--- src/rtl/mux_tt_pkg.sv ---
// Shared types and helpers for the 2:1 mux truth-table sequencer.
package mux_tt_pkg;

  localparam int unsigned NUM_VEC    = 8;
  localparam int unsigned IDX_W      = 3;
  localparam int unsigned MAX_NODE_W = 32;
  localparam int unsigned MAX_REC_W  = IDX_W + MAX_NODE_W;

  typedef enum logic [2:0] {
    IDLE      = 3'd0,
    DRIVE     = 3'd1,
    SEND      = 3'd2,
    WAIT_STEP = 3'd3,
    DONE      = 3'd4
  } state_t;

  // Node vector is zero-extended to MAX_NODE_W; callers truncate to IDX_W+node_w.
  function automatic logic [MAX_REC_W-1:0] pack_record(
    input logic [IDX_W-1:0]      idx,
    input logic [MAX_NODE_W-1:0] node,
    input int unsigned           node_w
  );
    return (MAX_REC_W'(idx) << node_w) | MAX_REC_W'(node);
  endfunction

endpackage

--- src/rtl/mux_tt_checker.sv ---
// Golden compare of the captured mux output against S ? I1 : I0, with a
// sticky mismatch flag and a saturating 4-bit error counter.
module mux_tt_checker
  import mux_tt_pkg::*;
(
  input  logic             clk,
  input  logic             rst_n,
  input  logic             clear,
  input  logic             capture,
  input  logic [IDX_W-1:0] idx,
  input  logic             out_bit,
  output logic             mismatch,
  output logic [3:0]       err_count
);

  logic       mismatch_q, mismatch_d;
  logic [3:0] err_q, err_d;
  logic       golden;

  always_comb begin
    golden     = idx[2] ? idx[1] : idx[0];
    mismatch_d = mismatch_q;
    err_d      = err_q;
    if (clear) begin
      mismatch_d = 1'b0;
      err_d      = '0;
    end else if (capture && (out_bit != golden)) begin
      mismatch_d = 1'b1;
      if (err_q != '1) err_d = err_q + 4'd1;
    end
  end

  always_ff @(posedge clk or negedge rst_n) begin
    if (!rst_n) begin
      mismatch_q <= 1'b0;
      err_q      <= '0;
    end else begin
      mismatch_q <= mismatch_d;
      err_q      <= err_d;
    end
  end

  assign mismatch  = mismatch_q;
  assign err_count = err_q;

endmodule

--- src/rtl/mux_tt_sequencer.sv ---
// Sweeps {S,I1,I0} through all eight vectors, captures the node vector after
// HOLD_CYCLES and emits one record per vector. Optional checker: MUX_TT_CHECK_EN.
module mux_tt_sequencer
  import mux_tt_pkg::*;
#(
  parameter int unsigned HOLD_CYCLES = 4,
  parameter int unsigned NODE_W      = 9
) (
  input  logic                    clk,
  input  logic                    rst_n,
  input  logic                    start,
  input  logic                    step_mode,
  input  logic                    step,
  output logic                    S,
  output logic                    I0,
  output logic                    I1,
  input  logic [NODE_W-1:0]       node_in,
  output logic                    rec_valid,
  input  logic                    rec_ready,
  output logic [IDX_W+NODE_W-1:0] rec_data,
  output logic                    busy,
  output logic                    done
`ifdef MUX_TT_CHECK_EN
  ,
  output logic                    mismatch,
  output logic [3:0]              err_count
`endif
);

  localparam int unsigned       HOLD_W    = $clog2(HOLD_CYCLES + 1);
  localparam logic [HOLD_W-1:0] HOLD_LAST = HOLD_W'(HOLD_CYCLES - 1);
  localparam logic [IDX_W-1:0]  IDX_LAST  = IDX_W'(NUM_VEC - 1);

  state_t                    state_q, state_d;
  logic [IDX_W-1:0]          idx_q, idx_d;
  logic [HOLD_W-1:0]         hold_q, hold_d;
  logic                      step_lat_q, step_lat_d;
  logic [IDX_W+NODE_W-1:0]   rec_q, rec_d;
  logic                      capture;

  always_comb begin
    state_d    = state_q;
    idx_d      = idx_q;
    hold_d     = hold_q;
    step_lat_d = step_lat_q;
    rec_d      = rec_q;
    capture    = 1'b0;
    unique case (state_q)
      IDLE: begin
        if (start) begin
          state_d    = DRIVE;
          idx_d      = '0;
          hold_d     = '0;
          step_lat_d = step_mode;
        end
      end
      DRIVE: begin
        if (hold_q == HOLD_LAST) begin
          capture = 1'b1;
          rec_d   = (IDX_W + NODE_W)'(pack_record(idx_q, MAX_NODE_W'(node_in), NODE_W));
          state_d = SEND;
        end else begin
          hold_d = hold_q + HOLD_W'(1);
        end
      end
      SEND: begin
        if (rec_ready) begin
          if (idx_q == IDX_LAST) begin
            state_d = DONE;
          end else if (step_lat_q) begin
            state_d = WAIT_STEP;
          end else begin
            idx_d   = idx_q + IDX_W'(1);
            hold_d  = '0;
            state_d = DRIVE;
          end
        end
      end
      WAIT_STEP: begin
        if (step) begin
          idx_d   = idx_q + IDX_W'(1);
          hold_d  = '0;
          state_d = DRIVE;
        end
      end
      DONE: begin
        idx_d   = '0;
        state_d = IDLE;
      end
      default: state_d = IDLE;
    endcase
  end

  always_ff @(posedge clk or negedge rst_n) begin
    if (!rst_n) begin
      state_q    <= IDLE;
      idx_q      <= '0;
      hold_q     <= '0;
      step_lat_q <= 1'b0;
      rec_q      <= '0;
    end else begin
      state_q    <= state_d;
      idx_q      <= idx_d;
      hold_q     <= hold_d;
      step_lat_q <= step_lat_d;
      rec_q      <= rec_d;
    end
  end

  assign {S, I1, I0} = idx_q;
  assign rec_valid   = (state_q == SEND);
  assign rec_data    = rec_q;
  assign busy        = (state_q != IDLE);
  assign done        = (state_q == DONE);

`ifdef MUX_TT_CHECK_EN
  mux_tt_checker u_checker (
    .clk       (clk),
    .rst_n     (rst_n),
    .clear     ((state_q == IDLE) && start),
    .capture   (capture),
    .idx       (idx_q),
    .out_bit   (node_in[NODE_W-1]),
    .mismatch  (mismatch),
    .err_count (err_count)
  );
`endif

endmodule

--- config.mk ---
export PLATFORM = sky130hd
export DESIGN_NAME = mux_tt_sequencer
export DESIGN_NICKNAME = d
export VERILOG_FILES = /design/src/rtl/mux_tt_pkg.sv /design/src/rtl/mux_tt_checker.sv /design/src/rtl/mux_tt_sequencer.sv
export SDC_FILE = /design/constraint.sdc
export NUM_CORES = 1
export LEC_CHECK = 0
export ABC_AREA = 1
export CORE_MARGIN = 3
export CORE_UTILIZATION = 46
export CTS_CLUSTER_DIAMETER = 100
export DETAILED_ROUTE_END_ITERATION = 8
export PLACE_DENSITY = 0.76
export SLEW_MARGIN = 40
export SYNTH_ARGS = -nofsm -noshare
export SYNTH_HDL_FRONTEND = slang
export SYNTH_SLANG_ARGS = --single-unit
--- constraint.sdc ---
create_clock -name clk -period 1.7 [get_ports clk]
set_clock_uncertainty 0.15 [all_clocks]
set_input_delay 0.34 -clock clk [delete_from_list [all_inputs] [get_ports clk]]
set_output_delay 0.34 -clock clk [all_outputs]
set_load 0.02 [all_outputs]
==> impl_metrics.tcl, run 1 <==
set metrics [dict create \
    cts_buffer_depth 2 \
    synthTopCellsByArea "dfrtp_1, nand2_1, nand3_1" \
    timing.final.ws_setup_ns -0.0153 \
    critPathLaunchType "flop" \
    syn2layout_area_growth_pct 42.5 \
    clkPwrFrac 0.110 \
    syn_area_per_cell_um2 7.98 \
    grt_use_total 0.182 \
    slew_headroom 0.809 \
    io_pins 33 \
    overflow 0 \
    chipHeight_um 56.0 \
    critPathLaunch "state_q[0]$_DFFE_PN0P_" \
    power.net_switching_uw 1170 \
    drt_pass1_iterations 4 \
    outcome "finished with violations" \
    yosysTopAreaCellShare 0.479 \
    rr_worst_depth 8 \
    endpoint_kind "output port" \
    root_buffer "clkbuf_4" \
    vias 1096 \
    synth_edf_count 0 \
    period_share 1.01 \
    n_antenna_cell 0 \
    finalHoldViolations 0 \
    slew_viol_final 0 \
    synth_top_area_cell "dfrtp_1" \
    gp_congestion 0.845 \
    port_buffers 32 \
    first_global_vias 1073 \
    htree_levels 1 \
    drc 0 \
    ys_ff_latch 22 \
    cts_tree "yes" \
    yosysWarnings 0 \
    min_period_ns 1.72 \
    critPathArrivalTime_ns 1.23 \
    criticalPathCategory "flop to output port" \
    rsz0062_at_grt "true" \
    drt-initial-drc-count 40 \
    rows 17 \
    place_hpwl_um 2080 \
    clk_pin_slew_worst_paths_ns 0.12 \
    required_ns 1.21 \
    die_w_um 56.0 \
    p_comb_frac 0.567 \
    worst_slew_pin_slew_ns 0.287 \
    routed_wirelength_um 2790 \
    syn-num-nets 163 \
    violations "setup timing" \
    antenna_found_initial 0 \
    hp-class "input port to asynchronous set/reset pin" \
    detail-route-antenna-nets 0 \
    crit_end "done" \
    cts_buffers 3 \
    synthArstFlopShare 1.00 \
    synth_cells 144 \
    grt_max_degree 23 \
    syn_area_mm2 0.00115 \
    p_seq_frac 0.323 \
    yosysMostFrequentCell "nand2_1" \
    die_area_mm2 0.00313 \
    final_util 0.712 \
    clkLatencyLatePin_ns 0.31 \
    fmax_ghz 0.583 \
    placed_cells 212 \
    setup_viol 1 \
    yosysSeqAreaShare 0.479 \
    fp.coreArea_mm2 0.00230 \
    ys.flop_type "dfrtp_1" \
    r2r-end "hold_q[1]$_DFFE_PN0P_" \
    reg2reg_slack_ns 0.10 \
    via_per_inst 5.00 \
    reg2reg_from "idx_q[1]$_DFFE_PN0P_" \
    power_leakage_uw 0.000843 \
    power_switching_share 0.449 \
    cp_max_fo 4 \
    pwr_density_cell_mw_per_mm2 1590 \
    final_cells 219 \
    cts.sinks 22 \
    synth_cell_types 21 \
    yosys-top-cells-count "nand2_1, dfrtp_1, nand3_1" \
    ir_worst_vdd_v 0.000935 \
    grt_pass1_wl_um 4570 \
    drv_cap 0 \
    wl_per_cell_um 12.7 \
    cts_hold_buf 0 \
    nNetsFinal 211 \
    initial_core_util 0.500 \
    internal_power_uw 1430 \
    layout-drive-gt1-share 0.251 \
]
[worst min path at each step]
| stage | start | end | depth (start not counted) |
|---|---|---|---|
| 2_1_floorplan | rst_n | hold_q[0]$_DFFE_PN0P_ | 0 |
| 3_3_place_gp | rec_data[7]$_DFFE_PN0P_ | rec_data[7]$_DFFE_PN0P_ | 2 |
| 3_5_place_dp | rec_data[0]$_DFFE_PN0P_ | rec_data[0]$_DFFE_PN0P_ | 2 |
| 4_1_cts | rst_n | rec_data[8]$_DFFE_PN0P_ | 2 |
| 5_1_grt | rst_n | rec_data[8]$_DFFE_PN0P_ | 2 |
| 6_report | rst_n | rec_data[8]$_DFFE_PN0P_ | 2 |
[power by group through the flow]
stage	Sequential, uW	Clock, uW	Combinational, uW
after CTS	834	301	1420
after global routing	865	317	1620
after detailed placement	848	0	1500
after global placement	832	0	1460
after floorplan	1000	0	715
final	838	286	1470
[repair_timing]
action                                  4_1_cts  5_1_grt
endpoints found under the setup margin       18       21
pin swaps                                     0        2
resized for setup                            28       13
setup buffers                                 1        2
[layout by cell type (no fill, tap or decap), drive strengths merged]
| cell type | instances |
|---|---|
| clkdlybuf4s50 | 14 |
| buf | 17 |
| clkbuf | 4 |
| clkdlybuf4s15 | 1 |
| nor2 | 16 |
| ha | 4 |
| inv | 15 |
| dlygate4sd2 | 14 |
| a21oi | 2 |
| o21ai | 4 |
| a31oi | 1 |
| nor3 | 2 |
| nand2 | 55 |
| nand3 | 20 |
| dfrtp | 22 |
[worst max-delay path, cell delays in order, from the launching register on]
cell and delay, ns:
dfrtp_2 0.46, buf_4 0.14, nor3_2 0.16, buf_4 0.16
[metal layers]
metal | track usage | up-vias | routed length [um]
met1 | 0.217 | 510 | 1170
li1 | - | 553 | -
met3 | 0.0580 | 4 | 142
met4 | 0.0441 | 0 | 27
met2 | 0.317 | 29 | 1450
met5 | 0 | - | 0
[cells by family after synthesis]
logic type | Yosys count | share of synthesized area
AND/OR/NAND/NOR | 93 | 0.381
flip-flops | 22 | 0.479
adder cells (fa/ha/maj) | 4 | 0.0436
buffers and inverters | 18 | 0.0610
AO/OA/AOI/OAI | 7 | 0.0349
[state kept, by name, summed over array words and instances (netlist names)]
name        cells
rec_data       12
idx_q           3
state_q         3
step_lat_q      1
hold_q          3
[metrics by stage]
step           worst slack, ns  TNS, ns  total power [uW]  instance area [um^2]  hold slack, ns
4_1_cts                -0.0736   -0.131              2560                  1590           0.202
3_5_place_dp           -0.0384  -0.0527              2350                  1570           0.309
5_1_grt                -0.0843   -0.129              2800                  1640           0.218
6_report               -0.0153  -0.0153              2600                  1640           0.207
3_3_place_gp            0.0108        0              2290                  1570           0.303
2_1_floorplan           0.0947        0              1720                  1150          -0.106
[layout make-up]
cell class / count / area [um^2]
Sequential cell: 22 / 553
Timing Repair Buffer: 46 / 398
Fill cell: 194 / 661
Multi-Input combinational cell: 104 / 558
Clock buffer: 4 / 36.3
Tap cell: 28 / 35.0
Inverter: 15 / 56.3
(Power assumes the default switching activity.)
==> run 2, diff against run 1 <==
CTS_CLUSTER_SIZE = 20   (was not set)
==> results of run 2 <==
No change in the layout: final DEF, timing and power equal those of run 1.
==> run 3, diff against run 2 <==
GPL_TIMING_DRIVEN = 0   (was not set)
RECOVER_POWER = 100   (was not set)
==> run 3 against run 2 <==
The run now ends clean. Final area shrank 0.38%. Via count decreased by 1.2%. Routed wire length grew 2.4%. Core utilization is 0.27 points lower. Worst setup slack gained 0.060 ns. Die area is the same. Sequential power rose by 2%. Clock power is 17% lower. Flip-flop and latch count unchanged. Clock-buffer cell count fell by 1. Combinational power about the same. Largest power group unchanged.
==> impl_metrics.tcl, run 3 (synthesis gave the netlist of run 1 again) <==
set metrics [dict create \
    vias 1083 \
    required_ns 1.21 \
    wl_per_cell_um 13.1 \
    crit_path_max_incr_delay_ns 0.40 \
    setup_viol 0 \
    criticalPathCategory "flop to output port" \
    clk_pin_slew_worst_paths_ns 0.11 \
    rows 17 \
    power_leakage_uw 0.000840 \
    min_period_ns 1.66 \
    rr_worst_depth 8 \
    drt-initial-drc-count 21 \
    slowest_stage "dfrtp_1" \
    slew_headroom 0.637 \
    finalHoldViolations 0 \
    cts_buffer_depth 2 \
    cts.sinks 22 \
    reg2reg_slack_ns 0.09 \
    min_from "rec_data[1]$_DFFE_PN0P_" \
    r2r-end "hold_q[0]$_DFFE_PN0P_" \
    drt_pass1_iterations 4 \
    first_global_vias 1068 \
    multiInputGateArea_um2 562 \
    syn2layout_area_growth_pct 41.9 \
    gp_congestion 0.880 \
    io_pins 33 \
    critPathLaunchType "flop" \
    n_antenna_cell 0 \
    worst_slew_pin_slew_ns 0.545 \
    whs_endpoint "rec_data[1]$_DFFE_PN0P_" \
    outcome "finished, final reports clean" \
    period_share 0.974 \
    worst-path-buf-inv 2 \
    die_area_mm2 0.00313 \
    chipHeight_um 56.0 \
    fp.coreArea_mm2 0.00230 \
    nNetsFinal 211 \
    hold_depth 2 \
    critPathArrivalTime_ns 1.17 \
    layout-drive-gt1-share 0.263 \
    grt_max_degree 23 \
    antenna_found_initial 0 \
    fmax_ghz 0.604 \
    largest_register_ffs 12 \
    placed_cells 204 \
    reg2reg_from "hold_q[0]$_DFFE_PN0P_" \
    regArea_um2 554 \
    crit_family "buffers and inverters" \
    clkLatencyLatePin_ns 0.31 \
    root_buffer "clkbuf_4" \
    slew_viol_final 0 \
    drv_cap 0 \
    fillers 187 \
    overflow 0 \
    cts_buffers 3 \
    ir_worst_vdd_v 0.000996 \
    detail-route-antenna-nets 0 \
    final_util 0.710 \
    htree_levels 1 \
    cp_max_fo 3 \
    pwr_density_cell_mw_per_mm2 1580 \
    place_hpwl_um 1980 \
    die_w_um 56.0 \
    drc 0 \
    via_per_inst 4.97 \
    layout_common_cells "nand2_1, nand3_1, dfrtp_1" \
    final_cells 218 \
    routed_wirelength_um 2850 \
    grt_use_total 0.183 \
    port_buffers 32 \
    grt_pass1_wl_um 4580 \
    initial_core_util 0.500 \
    cts_tree "yes" \
    cp_cell_sequence "buf_4 > dlygate4sd2_1" \
    endpoint_kind "output port" \
    final_common_cell "nand2_1" \
    hp-class "flop to flop" \
]
[run 3: repair_timing]
item / in CTS / in global routing
setup endpoints to repair: 20 / 20
gates cloned: 0 / 0
pin swaps: 1 / 4
hold buffers: 1 / 0
hold endpoints to repair: 22 / 0
resized for setup: 33 / 19
setup buffers: 3 / 7
[run 3: stage by stage]
stage | worst slack, ns | hold WS [ns] | setup TNS, ns | area [um^2] | total power [uW]
6_report | 0.0444 | 0.328 | 0 | 1630 | 2570
3_3_place_gp | -0.163 | 0.304 | -0.976 | 1500 | 2190
5_1_grt | -0.0147 | 0.370 | -0.0226 | 1630 | 2790
3_5_place_dp | -0.172 | 0.180 | -0.309 | 1500 | 2240
2_1_floorplan | 0.0947 | -0.106 | 0 | 1150 | 1720
4_1_cts | -0.0264 | 0.333 | -0.0264 | 1540 | 2420
[run 3: area by class of cell]
class / instances / share of cell area
Buffer: 3 / 0.0107
Clock buffer: 3 / 0.0138
Inverter: 15 / 0.0361
Multi-Input combinational cell: 104 / 0.345
Sequential cell: 22 / 0.340
Tap cell: 28 / 0.0215
Timing Repair Buffer: 43 / 0.233
[run 3: worst reg2reg max path: stages (launching register included)]
cell     delay, ns
dfrtp_1       0.42
ha_1          0.21
ha_2          0.21
inv_2         0.08
o21ai_2       0.06
nor2_2        0.14
buf_4         0.14
nand3_1       0.06
nand2_1       0.07
[run 3: how the worst max path moves through the flow]
stage                                 startpoint                endpoint  slack (ns)  depth (start not counted)
after floorplan             idx_q[0]$_DFFE_PN0P_    idx_q[0]$_DFFE_PN0P_        0.09                          8
after global routing      state_q[1]$_DFFE_PN0P_  state_q[1]$_DFFE_PN0P_       -0.01                          9
after CTS                 state_q[0]$_DFFE_PN0P_               rec_valid       -0.03                          4
after global placement    state_q[2]$_DFFE_PN0P_               rec_valid       -0.16                          4
after detailed placement  state_q[2]$_DFFE_PN0P_               rec_valid       -0.17                          4
final                       idx_q[1]$_DFFE_PN0P_                      I1        0.04                          2
[run 3: metal layers]
metal,wire (um),global-route usage
met5,0,0
met3,100,0.0302
met4,65,0.0746
met2,1410,0.312
met1,1270,0.229
[run 3: power breakdown]
group          switching (uW)  leakage (uW)  internal (uW)
clock                     154     0.0000138           82.9
combinational             896      0.000563            585
sequential                140      0.000263            716
total                    1190      0.000840           1380
